### src/rtl/i2c_tx_arbiter_if.sv
// Command bus between the packet arbiter and a byte-level I2C master.
//   m_ready   : master idle/ready; drops low when it takes a command
//   m_start   : command is START followed by m_tx_data (address byte)
//   m_stop    : command is STOP
//   m_i2c_en  : command valid
//   m_tx_data : byte carried by the current command
// Modports: master = arbiter side (issues commands), slave = I2C master side.
interface i2c_tx_arbiter_if;
  logic       m_ready;
  logic       m_start;
  logic       m_stop;
  logic       m_i2c_en;
  logic [7:0] m_tx_data;

  modport master (
    input  m_ready,
    output m_start,
    output m_stop,
    output m_i2c_en,
    output m_tx_data
  );

  modport slave (
    output m_ready,
    input  m_start,
    input  m_stop,
    input  m_i2c_en,
    input  m_tx_data
  );
endinterface

### src/rtl/i2c_tx_arbiter.sv
// Shares one byte-level I2C master between two packet requesters.
// Round-robin arbitration, payload snapshot at grant, framing as
// START+address, LEN data bytes MSB-first, STOP. Supports abort and a
// per-command watchdog.
// Ports:
//   clk, reset        : clock, synchronous active-high reset
//   req0/req1         : level requests
//   len0/len1         : data byte counts (clamped to MAX_BYTES)
//   pay0/pay1         : payloads, byte k = pay[top-8k -: 8]
//   gnt0/gnt1         : high for the whole transaction of requester i
//   done0/done1       : 1-cycle pulse when packet i finishes
//   abort             : end current packet early with STOP
//   aborted           : pulse coincident with done for aborted packets
//   err_timeout       : pulse when the watchdog drops a transaction
//   busy              : high whenever the FSM is not idle
//   m                 : command bus to the I2C master (master modport)
module i2c_tx_arbiter #(
  parameter int         MAX_BYTES   = 5,
  parameter logic [7:0] SLV_ADDR    = 8'hAA,
  parameter int         TIMEOUT_CYC = 4096
) (
  input  logic                   clk,
  input  logic                   reset,
  input  logic                   req0,
  input  logic                   req1,
  input  logic [2:0]             len0,
  input  logic [2:0]             len1,
  input  logic [8*MAX_BYTES-1:0] pay0,
  input  logic [8*MAX_BYTES-1:0] pay1,
  output logic                   gnt0,
  output logic                   gnt1,
  output logic                   done0,
  output logic                   done1,
  input  logic                   abort,
  output logic                   aborted,
  output logic                   err_timeout,
  output logic                   busy,
  i2c_tx_arbiter_if.master       m
);

  localparam int PAY_W = 8 * MAX_BYTES;
  localparam int WD_W  = $clog2(TIMEOUT_CYC) + 1;

  localparam logic [2:0] IDLE      = 3'd0;
  localparam logic [2:0] CMD_START = 3'd1;
  localparam logic [2:0] CMD_DATA  = 3'd2;
  localparam logic [2:0] CMD_STOP  = 3'd3;
  localparam logic [2:0] WAIT      = 3'd4;
  localparam logic [2:0] DONE      = 3'd5;

  function automatic logic [2:0] clamp_len(input logic [2:0] l);
    return (int'(l) > MAX_BYTES) ? 3'(MAX_BYTES) : l;
  endfunction

  logic [2:0]      state_q, state_d;
  logic            gnt0_q, gnt0_d, gnt1_q, gnt1_d;
  logic            done0_q, done0_d, done1_q, done1_d;
  logic            aborted_q, aborted_d;
  logic            err_timeout_q, err_timeout_d;
  logic            m_start_q, m_start_d, m_stop_q, m_stop_d;
  logic            m_i2c_en_q, m_i2c_en_d;
  logic [7:0]      m_tx_data_q, m_tx_data_d;
  logic            last_grant_q, last_grant_d;
  logic [2:0]      len_q, len_d;
  logic [2:0]      byte_idx_q, byte_idx_d;
  logic            abort_pend_q, abort_pend_d;
  logic            stop_sent_q, stop_sent_d;
  logic [WD_W-1:0] wd_q, wd_d;
  logic [PAY_W-1:0] pay_q, pay_d;

  logic            win;
  logic            active;
  logic [7:0]      cur_byte;

  // Byte selected by byte_idx, MSB-first within the snapshot.
  always_comb begin
    cur_byte = '0;
    for (int k = 0; k < MAX_BYTES; k++) begin
      if (byte_idx_q == 3'(k)) cur_byte = pay_q[PAY_W-1-8*k -: 8];
    end
  end

  assign active = (state_q == CMD_START) || (state_q == CMD_DATA) ||
                  (state_q == CMD_STOP)  || (state_q == WAIT);

  always_comb begin
    state_d       = state_q;
    gnt0_d        = gnt0_q;
    gnt1_d        = gnt1_q;
    done0_d       = 1'b0;
    done1_d       = 1'b0;
    aborted_d     = 1'b0;
    err_timeout_d = 1'b0;
    m_start_d     = m_start_q;
    m_stop_d      = m_stop_q;
    m_i2c_en_d    = m_i2c_en_q;
    m_tx_data_d   = m_tx_data_q;
    last_grant_d  = last_grant_q;
    len_d         = len_q;
    byte_idx_d    = byte_idx_q;
    abort_pend_d  = abort_pend_q;
    stop_sent_d   = stop_sent_q;
    pay_d         = pay_q;
    win           = 1'b0;

    case (state_q)
      IDLE: begin
        if (req0 || req1) begin
          // On a tie the requester that did not win last time goes first.
          win          = (req0 && req1) ? ~last_grant_q : req1;
          gnt0_d       = ~win;
          gnt1_d       = win;
          len_d        = clamp_len(win ? len1 : len0);
          pay_d        = win ? pay1 : pay0;
          byte_idx_d   = '0;
          abort_pend_d = 1'b0;
          stop_sent_d  = 1'b0;
          m_start_d    = 1'b1;
          m_stop_d     = 1'b0;
          m_tx_data_d  = SLV_ADDR;
          // A busy master must go ready before the command is offered.
          m_i2c_en_d   = m.m_ready;
          state_d      = CMD_START;
        end
      end

      CMD_START, CMD_DATA, CMD_STOP: begin
        if (abort && state_q != CMD_STOP) abort_pend_d = 1'b1;
        if (!m_i2c_en_q) begin
          if (m.m_ready) m_i2c_en_d = 1'b1;
        end else if (!m.m_ready) begin
          // Master took the command.
          m_i2c_en_d  = 1'b0;
          m_start_d   = 1'b0;
          m_stop_d    = 1'b0;
          stop_sent_d = (state_q == CMD_STOP);
          state_d     = WAIT;
        end
      end

      WAIT: begin
        if (abort && !stop_sent_q) abort_pend_d = 1'b1;
        if (m.m_ready) begin
          if (stop_sent_q) begin
            done0_d   = gnt0_q;
            done1_d   = gnt1_q;
            aborted_d = abort_pend_q;
            state_d   = DONE;
          end else if (abort_pend_q || abort || byte_idx_q == len_q) begin
            m_stop_d   = 1'b1;
            m_i2c_en_d = 1'b1;
            state_d    = CMD_STOP;
          end else begin
            m_tx_data_d = cur_byte;
            byte_idx_d  = byte_idx_q + 3'd1;
            m_i2c_en_d  = 1'b1;
            state_d     = CMD_DATA;
          end
        end
      end

      DONE: begin
        last_grant_d = gnt1_q;
        gnt0_d       = 1'b0;
        gnt1_d       = 1'b0;
        state_d      = IDLE;
      end

      default: state_d = IDLE;
    endcase

    // Watchdog drops the transaction without a STOP or done pulse.
    if (active && wd_q == WD_W'(TIMEOUT_CYC - 1)) begin
      state_d       = IDLE;
      m_start_d     = 1'b0;
      m_stop_d      = 1'b0;
      m_i2c_en_d    = 1'b0;
      m_tx_data_d   = '0;
      gnt0_d        = 1'b0;
      gnt1_d        = 1'b0;
      done0_d       = 1'b0;
      done1_d       = 1'b0;
      aborted_d     = 1'b0;
      abort_pend_d  = 1'b0;
      err_timeout_d = 1'b1;
      last_grant_d  = gnt1_q;
    end

    if (!active || state_d != state_q) wd_d = '0;
    else                               wd_d = wd_q + WD_W'(1);
  end

  always_ff @(posedge clk) begin
    if (reset) begin
      state_q       <= IDLE;
      gnt0_q        <= 1'b0;
      gnt1_q        <= 1'b0;
      done0_q       <= 1'b0;
      done1_q       <= 1'b0;
      aborted_q     <= 1'b0;
      err_timeout_q <= 1'b0;
      m_start_q     <= 1'b0;
      m_stop_q      <= 1'b0;
      m_i2c_en_q    <= 1'b0;
      m_tx_data_q   <= '0;
      last_grant_q  <= 1'b1;
      len_q         <= '0;
      byte_idx_q    <= '0;
      abort_pend_q  <= 1'b0;
      stop_sent_q   <= 1'b0;
      wd_q          <= '0;
    end else begin
      state_q       <= state_d;
      gnt0_q        <= gnt0_d;
      gnt1_q        <= gnt1_d;
      done0_q       <= done0_d;
      done1_q       <= done1_d;
      aborted_q     <= aborted_d;
      err_timeout_q <= err_timeout_d;
      m_start_q     <= m_start_d;
      m_stop_q      <= m_stop_d;
      m_i2c_en_q    <= m_i2c_en_d;
      m_tx_data_q   <= m_tx_data_d;
      last_grant_q  <= last_grant_d;
      len_q         <= len_d;
      byte_idx_q    <= byte_idx_d;
      abort_pend_q  <= abort_pend_d;
      stop_sent_q   <= stop_sent_d;
      wd_q          <= wd_d;
    end
  end

  // Payload snapshot is pure data; it is only consumed after a grant loads it.
  always_ff @(posedge clk) begin
    pay_q <= pay_d;
  end

  assign gnt0        = gnt0_q;
  assign gnt1        = gnt1_q;
  assign done0       = done0_q;
  assign done1       = done1_q;
  assign aborted     = aborted_q;
  assign err_timeout = err_timeout_q;
  assign busy        = (state_q != IDLE);
  assign m.m_start   = m_start_q;
  assign m.m_stop    = m_stop_q;
  assign m.m_i2c_en  = m_i2c_en_q;
  assign m.m_tx_data = m_tx_data_q;

endmodule
### src/flat_wrapper.sv
// flat-port wrapper written by rule: the top's interface ports become plain ports
module i2c_tx_arbiter_flat 
#(
  parameter int         MAX_BYTES   = 5,
  parameter logic [7:0] SLV_ADDR    = 8'hAA,
  parameter int         TIMEOUT_CYC = 4096
)
  (clk, reset, req0, req1, len0, len1, pay0, pay1, gnt0, gnt1, done0, done1, abort, aborted, err_timeout, busy, m_m_ready, m_m_start, m_m_stop, m_m_i2c_en, m_m_tx_data);
  i2c_tx_arbiter_if m_i ();
  input  logic clk;
  input  logic reset;
  input  logic req0;
  input  logic req1;
  input  logic [2:0] len0;
  input  logic [2:0] len1;
  input  logic [8*MAX_BYTES-1:0] pay0;
  input  logic [8*MAX_BYTES-1:0] pay1;
  output logic gnt0;
  output logic gnt1;
  output logic done0;
  output logic done1;
  input  logic abort;
  output logic aborted;
  output logic err_timeout;
  output logic busy;
  input wire logic [$bits(m_i.m_ready)-1:0] m_m_ready;
  output wire logic [$bits(m_i.m_start)-1:0] m_m_start;
  output wire logic [$bits(m_i.m_stop)-1:0] m_m_stop;
  output wire logic [$bits(m_i.m_i2c_en)-1:0] m_m_i2c_en;
  output wire logic [$bits(m_i.m_tx_data)-1:0] m_m_tx_data;
  assign m_i.m_ready = m_m_ready;
  assign m_m_start = m_i.m_start;
  assign m_m_stop = m_i.m_stop;
  assign m_m_i2c_en = m_i.m_i2c_en;
  assign m_m_tx_data = m_i.m_tx_data;
  i2c_tx_arbiter #(.MAX_BYTES(MAX_BYTES), .SLV_ADDR(SLV_ADDR), .TIMEOUT_CYC(TIMEOUT_CYC)) u_core (.clk(clk), .reset(reset), .req0(req0), .req1(req1), .len0(len0), .len1(len1), .pay0(pay0), .pay1(pay1), .gnt0(gnt0), .gnt1(gnt1), .done0(done0), .done1(done1), .abort(abort), .aborted(aborted), .err_timeout(err_timeout), .busy(busy), .m(m_i));
endmodule
### config.mk
export PLATFORM = sky130hd
export DESIGN_NAME = i2c_tx_arbiter_flat
export DESIGN_NICKNAME = d
export VERILOG_FILES = /design/src/rtl/i2c_tx_arbiter_if.sv /design/src/rtl/i2c_tx_arbiter.sv /design/src/flat_wrapper.sv
export SDC_FILE = /design/constraint.sdc
export NUM_CORES = 1
export LEC_CHECK = 0
export BUFFER_PORTS_ARGS = -buffer_cell sky130_fd_sc_hd__buf_2
export CAP_MARGIN = 20
export CELL_PAD_IN_SITES_DETAIL_PLACEMENT = 2
export CELL_PAD_IN_SITES_GLOBAL_PLACEMENT = 2
export CORE_ASPECT_RATIO = 0.7
export CORE_UTILIZATION = 31
export CTS_BUF_LIST = sky130_fd_sc_hd__clkbuf_4 sky130_fd_sc_hd__clkbuf_8
export DETAILED_ROUTE_END_ITERATION = 12
export GPL_TIMING_DRIVEN = 0
export PLACE_DENSITY_LB_ADDON = 0.1
export RECOVER_POWER = 25
export SYNTH_ARGS = -nofsm -noshare
export SYNTH_HDL_FRONTEND = slang
export SYNTH_SLANG_ARGS = --single-unit
### constraint.sdc
create_clock -name clk -period 2.6 [get_ports clk]
set_clock_uncertainty 0.2 [all_clocks]
set_input_delay 0.78 -clock clk [delete_from_list [all_inputs] [get_ports clk]]
set_output_delay 0.78 -clock clk [all_outputs]
set_load 0.005 [all_outputs]
==> impl_metrics.py, run 1 <==
metrics = {
    "timing": {
        "fin_ws_ns": 0.132,
        "drv_slew": 0,
        "fmax_mhz": 405,
        "worst_pin_slew_ns": 0.617,
        "holdWs_ns": 0.273,
        "setup_viol": 0,
        "slew_headroom": 0.589,
        "hold_violations": 0,
        "period_needed_ns": 2.47,
        "rsz0062_at_grt": "false",
        "finalCritPeriodShare": 0.949,
    },
    "setup_path": {
        "path_class": "input port to flop",
        "worstPathRequired_ns": 2.63,
        "crit_path_max_fanout": 49,
        "cp-start-kind": "input port",
        "end_kind": "flop",
        "reg2regPathDepth": 7,
        "cp.arrival_ns": 2.50,
    },
    "cts": {
        "clock_path_buffers": 2,
        "cts_tree": "done",
        "postCtsSetupBuffers": 0,
        "cts_root_buffer": "clkbuf_8",
        "clkSinkCount": 82,
        "ctsHoldBuffers": 0,
        "path_clk_slew_ns": 0.08,
        "cts_buffers": 9,
        "h-tree-depth": 3,
        "clock_latency_ns": 0.37,
    },
    "cells_and_area": {
        "diodes": 0,
        "drive_gt1_frac": 0.398,
        "area_growth_pct": 24.4,
        "multi_input_area_sq_um": 1930,
        "post-route-util": 0.394,
        "seq_area_sq_um": 2040,
        "finalNonFillerCells": 664,
        "fillers": 1446,
        "nets": 591,
        "fin_area_sq_um": 5180,
    },
    "placement": {
        "dp_hpwl_mm": 8.90,
        "dp.cells": 650,
        "place_area_sq_um": 4920,
        "io_buffer_count": 109,
        "pre_cts_ws_ns": -0.403,
        "gp_congestion": 0.799,
    },
    "logic_synthesis": {
        "yosysWarningCount": 0,
        "ys_async_sr_fraction": 0,
        "synth_top_cell_by_area": "edfxtp_1",
        "synth_edf_count": 40,
        "syn-mean-instance-area_sq_um": 11.1,
        "syn-num-nets": 473,
        "post_synth_num_cell_types": 59,
        "synth_top_area_share": 0.288,
        "synth_most_common_cell": "dfxtp_1",
        "synthCells": 375,
        "synth_area_leaders": "edfxtp_1 29%, dfxtp_1 20%, mux2_2 11%, a21oi_1 3.4%, nand2_1 2.5%",
        "synth-seq-cells": 82,
        "netlist_area_sq_um": 4170,
        "synth_flop_cell": "dfxtp_1",
        "yosysSeqAreaShare": 0.490,
        "synth_commonest_cells": "42 x dfxtp_1, 41 x mux2_2, 40 x edfxtp_1, 28 x a21oi_1, 28 x nand2_1",
    },
    "pwr": {
        "peakVddDrop_v": 0.000214,
        "power.density_nw_per_um2": 615,
        "power_frac_comb": 0.136,
        "p_int_mw": 2.41,
        "p_seq_frac": 0.475,
        "clkPwrFrac": 0.390,
        "p_switching_uw": 775,
        "power_switching_share": 0.243,
        "p_leak_nw": 2.00,
    },
    "die": {
        "core_region_area_sq_um": 13100,
        "die-height_um": 99.0,
        "start_util": 0.317,
        "die_w_um": 141,
        "ios": 110,
        "row_count": 35,
        "design.die.area_sq_um": 13900,
    },
    "flow_run": {
        "maxCapViolations": 0,
    },
    "global_routing": {
        "grt_max_degree": 50,
        "grt_pass1_vias": 3526,
        "grt_overflow": 0,
        "grt_pass1_wl_mm": 18.8,
        "antenna_found_initial": 0,
        "gr-usage-all-layers": 0.180,
    },
    "min_path": {
        "min_path_type": "flop to flop",
        "whs_path_depth": 1,
    },
    "drt": {
        "drt-initial-drc-count": 128,
        "post-route-drc-count": 0,
        "vias_per_cell": 4.96,
        "wl_per_cell_um": 17.7,
        "num_vias": 3294,
        "drt_pass1_iterations": 4,
        "final_antenna_net_count": 0,
        "postRouteWirelength_mm": 11.7,
    },
    "status": {
        "status": "completed",
    },
}
## routing by layer
metal	global-route usage	part of all wire	up-vias
met5	0	0	-
met4	0.0426	0.0082	0
met3	0.0428	0.054	9
met2	0.287	0.44	91
li1	-	-	1611
met1	0.248	0.50	1583
## worst max-delay path: stages
cell      delay (ns)
buf_2           0.11
nor2_1          0.09
or4_4           0.49
inv_1           0.12
buf_4           0.51
o211ai_1        0.19
o21ai_0         0.13
nor2_1          0.06
## per-stage QoR
stage | power [mW] | TNS [ns]
2_1_floorplan | 1.79 | 0
3_3_place_gp | 1.97 | -19.34
3_5_place_dp | 1.98 | -21.69
4_1_cts | 3.23 | 0
5_1_grt | 3.32 | 0
6_report | 3.19 | 0
## what timing repair did
| action | 4_1_cts | 5_1_grt |
|---|---|---|
| setup endpoints to repair | 9 | 8 |
| gates resized for setup | 1 | 7 |
| hold endpoints to repair | 0 | 0 |
| pin swaps | 0 | 0 |
## registers in the layout, indices dropped and copies added (netlist names)
| signal | cells |
|---|---|
| u_core.stop_sent_q | 1 |
| u_core.last_grant_q | 1 |
| u_core.m.m_tx_data | 8 |
| u_core.m.m_start | 1 |
| u_core.len_q | 3 |
| u_core.aborted | 1 |
| u_core.m.m_i2c_en | 1 |
| u_core.abort_pend_q | 1 |
| u_core.wd_q | 13 |
| u_core.done0 | 1 |
| u_core.done1 | 1 |
| u_core.gnt1 | 1 |
| u_core.state_q | 3 |
| u_core.gnt0 | 1 |
| u_core.pay_q | 40 |
| u_core.err_timeout | 1 |
| u_core.byte_idx_q | 3 |
| u_core.m.m_stop | 1 |
## cell type report
type                       count  area share
sequential                    82       0.394
multi-input combinational    257       0.373
timing repair buffer         109       0.104
tap                          166      0.0401
buffer                        22      0.0290
clock inverter                 6      0.0263
clock buffer                  10      0.0254
inverter                      12     0.00870
## placed cells by master (no fill, tap or decap), types with 3 or more instances in the layout
| cell type | instances |
|---|---|
| clkbuf_8 | 9 |
| a21oi_1 | 28 |
| xnor2_1 | 8 |
| nand3b_1 | 5 |
| nand2_1 | 28 |
| o2111ai_1 | 4 |
| nand2b_1 | 3 |
| inv_1 | 12 |
| nor3_2 | 9 |
| a2111oi_1 | 4 |
| dfxtp_1 | 42 |
| mux2_2 | 39 |
| clkbuf_1 | 13 |
| xor2_1 | 7 |
| nor2b_1 | 3 |
| ha_1 | 5 |
| o21ai_0 | 10 |
| edfxtp_1 | 40 |
| a211oi_1 | 5 |
| buf_2 | 107 |
| bufinv_16 | 4 |
| nand3_1 | 8 |
| nor3_1 | 7 |
| buf_6 | 7 |
| or3_1 | 3 |
| a221oi_1 | 4 |
| mux2i_1 | 6 |
| and3_1 | 4 |
| a221o_1 | 4 |
| nor2_1 | 25 |
## power groups by stage
stage | combinational (mW) | clock, mW | sequential, mW
6_report | 0.433 | 1.24 | 1.51
5_1_grt | 0.482 | 1.32 | 1.52
4_1_cts | 0.444 | 1.27 | 1.51
3_5_place_dp | 0.440 | 0 | 1.54
3_3_place_gp | 0.430 | 0 | 1.54
2_1_floorplan | 0.268 | 0 | 1.52
## kinds of logic (layout without fill, tap and decap cells)
family / Yosys count / after routing / share of synthesized area
flip-flops: 82 / 82 / 0.490
multiplexers: 47 / 47 / 0.125
AO/OA/AOI/OAI: 75 / 75 / 0.129
adder cells (fa/ha/maj): 6 / 6 / 0.0180
AND/OR/NAND/NOR: 114 / 114 / 0.158
buffers and inverters: 36 / 159 / 0.0481
XOR/XNOR: 15 / 15 / 0.0315
## final timing paths
check	startpoint	endpoint	slack (ns)
setup reg to reg	u_core.state_q[1]$_SDFF_PP0_	u_core.len_q[0]$_SDFFE_PP0P_	0.19
hold reg to reg	u_core.last_grant_q$_SDFFE_PP1P_	u_core.last_grant_q$_SDFFE_PP1P_	0.27
setup / recovery	req1	u_core.len_q[0]$_SDFFE_PP0P_	0.13
hold / removal	u_core.last_grant_q$_SDFFE_PP1P_	u_core.last_grant_q$_SDFFE_PP1P_	0.27
Power figures use the tool's default switching activity.
==> inputs of run 2 (changes only) <==
==> constraint.sdc (replaced) <==
create_clock -name clk -period 2.6 [get_ports clk]
set_clock_uncertainty 0.2 [all_clocks]
set_input_delay 0.26 -clock clk [delete_from_list [all_inputs] [get_ports clk]]
set_output_delay 0.26 -clock clk [all_outputs]
set_load 0.005 [all_outputs]
==> run 2 against run 1 <==
Non-clock buffer count rose by 44. Combinational power is 12% higher. Worst setup slack better by 0.078 ns. Largest cell class unchanged. Largest power group unchanged.
==> impl_metrics.py, run 2 (same netlist as run 1, synthesis figures left out) <==
metrics = {
    "setup_path": {
        "cp-start-kind": "flop",
        "worstPathRequired_ns": 2.63,
        "regToRegSetupSlack_ns": 0.21,
        "cp_cell_sequence": "inv_1 -> ha_1 -> clkbuf_1 -> a21oi_1 -> o21ai_0 -> a221o_1 -> o2111ai_1 -> a21oi_1",
        "path_class": "flop to flop",
        "rr_startpoint": "u_core.byte_idx_q[1]$_SDFFE_PP0P_",
        "reg2regPathDepth": 8,
        "r2r_end": "u_core.m.m_tx_data[2]$_SDFFE_PP0P_",
        "path_common_cell": "a21oi_1",
        "slowest_delay_ns": 0.44,
        "crit_path_max_fanout": 10,
        "critPathSlowestCell": "dfxtp_1",
        "cp.arrival_ns": 2.42,
        "end_kind": "flop",
    },
    "timing": {
        "fin_ws_ns": 0.210,
        "setup_viol": 0,
        "worst_pin_slew_ns": 0.817,
        "rsz0062_at_grt": "false",
        "period_needed_ns": 2.39,
        "hold_violations": 0,
        "drv_slew": 0,
        "fmax_mhz": 418,
        "finalCritPeriodShare": 0.919,
        "slew_headroom": 0.456,
    },
    "global_routing": {
        "grt_pass1_vias": 3733,
        "gr-usage-all-layers": 0.194,
        "grt_max_degree": 50,
        "antenna_found_initial": 0,
        "grt_pass1_wl_mm": 20.1,
        "grt_overflow": 0,
    },
    "drt": {
        "vias_per_cell": 4.93,
        "postRouteWirelength_mm": 12.9,
        "final_antenna_net_count": 0,
        "drt-initial-drc-count": 92,
        "num_vias": 3493,
        "drt_pass1_iterations": 4,
        "wl_per_cell_um": 18.2,
        "post-route-drc-count": 0,
    },
    "cells_and_area": {
        "largest_reg_flops": 40,
        "nets": 635,
        "fin_area_sq_um": 5560,
        "diodes": 0,
        "post-route-util": 0.423,
        "regMostFlops": "u_core.pay_q",
        "drive_gt1_frac": 0.352,
        "final_cell_mix": "104 x buf_2, 44 x dlygate4sd3_1, 42 x dfxtp_1",
        "layout_commonest_cell": "buf_2",
        "area_growth_pct": 33.5,
    },
    "pwr": {
        "peakVddDrop_v": 0.000207,
        "power_switching_share": 0.247,
        "power_frac_comb": 0.155,
        "power.density_nw_per_um2": 565,
        "clkPwrFrac": 0.362,
        "p_int_mw": 2.36,
        "power_mw": 3.14,
        "p_seq_frac": 0.483,
        "p_switching_uw": 775,
        "p_leak_nw": 2.16,
    },
    "cts": {
        "clock_path_buffers": 2,
        "clock_latency_ns": 0.36,
        "clkSinkCount": 82,
        "cts_root_buffer": "clkbuf_8",
        "cts_tree": "done",
        "path_clk_slew_ns": 0.09,
        "cts_buffers": 9,
        "h-tree-depth": 3,
    },
    "flow_run": {
        "maxCapViolations": 0,
    },
    "placement": {
        "place_area_sq_um": 4920,
        "dp_hpwl_mm": 9.03,
        "pre_cts_ws_ns": -0.161,
        "io_buffer_count": 109,
        "gp_congestion": 0.752,
    },
    "die": {
        "die-height_um": 99.0,
        "design.die.area_sq_um": 13900,
        "die_w_um": 141,
        "core_region_area_sq_um": 13100,
        "row_count": 35,
        "ios": 110,
        "start_util": 0.317,
    },
    "min_path": {
        "min_path_type": "input port to flop",
        "hold_start": "pay0[5]",
        "whs_path_depth": 2,
        "worstHoldEndpoint": "u_core.pay_q[5]$_DFFE_PP_",
    },
    "status": {
        "status": "completed",
    },
}
-- run 2: cell types whose count changed in the layout (fill, tap and decap cells not counted), moves of 3 or more --
cell	change
a2111oi_1	-4
buf_2	-3
a2111oi_0	+3
nor3_1	+4
nor3_2	-4
clkbuf_1	+3
dlygate4sd3_1	+44
-- run 2: repair_timing --
| item | in CTS | in global routing |
|---|---|---|
| hold buffers | 39 | 5 |
| gates resized for setup | 3 | 2 |
| setup endpoints to repair | 47 | 7 |
| buffers inserted | 0 | 0 |
| hold endpoints to repair | 21 | 4 |
| cloned | 0 | 0 |
-- run 2: final cells by class --
| class | count | area, sq um |
|---|---|---|
| flip-flops and latches | 82 | 2040 |
| well taps | 166 | 208 |
| inverters | 12 | 45.0 |
| multi-input cells | 257 | 1910 |
| fillers | 1392 | 7580 |
| clock buffers | 11 | 139 |
| clock inverters | 5 | 103 |
| repair buffers | 153 | 972 |
| plain buffers | 22 | 145 |
-- run 2: layer usage --
layer,GRT usage,vias to the layer above,wire length (um)
met4,0.0443,0,119
met2,0.320,81,5950
met1,0.260,1705,6340
met5,0,-,0
met3,0.0437,12,466
li1,-,1695,-
-- run 2: worst max-delay path by stage --
stage               slack (ns)                            endpoint  depth (start not counted)                              start
detailed placement       -0.16        u_core.len_q[0]$_SDFFE_PP0P_                          7       u_core.state_q[1]$_SDFF_PP0_
CTS                       0.05  u_core.m.m_tx_data[5]$_SDFFE_PP0P_                          7  u_core.byte_idx_q[1]$_SDFFE_PP0P_
finish                    0.21  u_core.m.m_tx_data[2]$_SDFFE_PP0P_                          8  u_core.byte_idx_q[1]$_SDFFE_PP0P_
global route              0.02        u_core.state_q[0]$_SDFF_PP0_                          8          u_core.wd_q[0]$_SDFF_PP0_
floorplan                 0.26        u_core.len_q[0]$_SDFFE_PP0P_                          7       u_core.state_q[1]$_SDFF_PP0_
global placement         -0.11        u_core.len_q[0]$_SDFFE_PP0P_                          7       u_core.state_q[1]$_SDFF_PP0_
-- run 2: power groups by stage --
stage                     sequential (mW)  combinational, mW  clock [mW]
after global placement               1.54              0.429           0
after detailed placement             1.54              0.440           0
after floorplan                      1.52              0.266           0
after CTS                            1.52              0.493        1.18
final                                1.52              0.486        1.14
after global routing                 1.52              0.536        1.22
-- run 2: worst max-delay path, delay by kind of cell, from the launching register on --
kind	cells	cell delay (ns)
flip-flops	1	0.44
adder cells (fa/ha/maj)	1	0.30
buffers and inverters	2	0.36
AO/OA/AOI/OAI	5	0.96
-- run 2: metrics by stage --
step / hold WS, ns / std cells / setup TNS [ns]
detailed placement: 0.268 / 650 / -1.33
floorplan: 0.217 / 375 / 0
global placement: 0.240 / 650 / -0.142
global route: 0.00200 / 708 / 0
CTS: 0.000262 / 704 / 0
finish: 0.0122 / 708 / 0
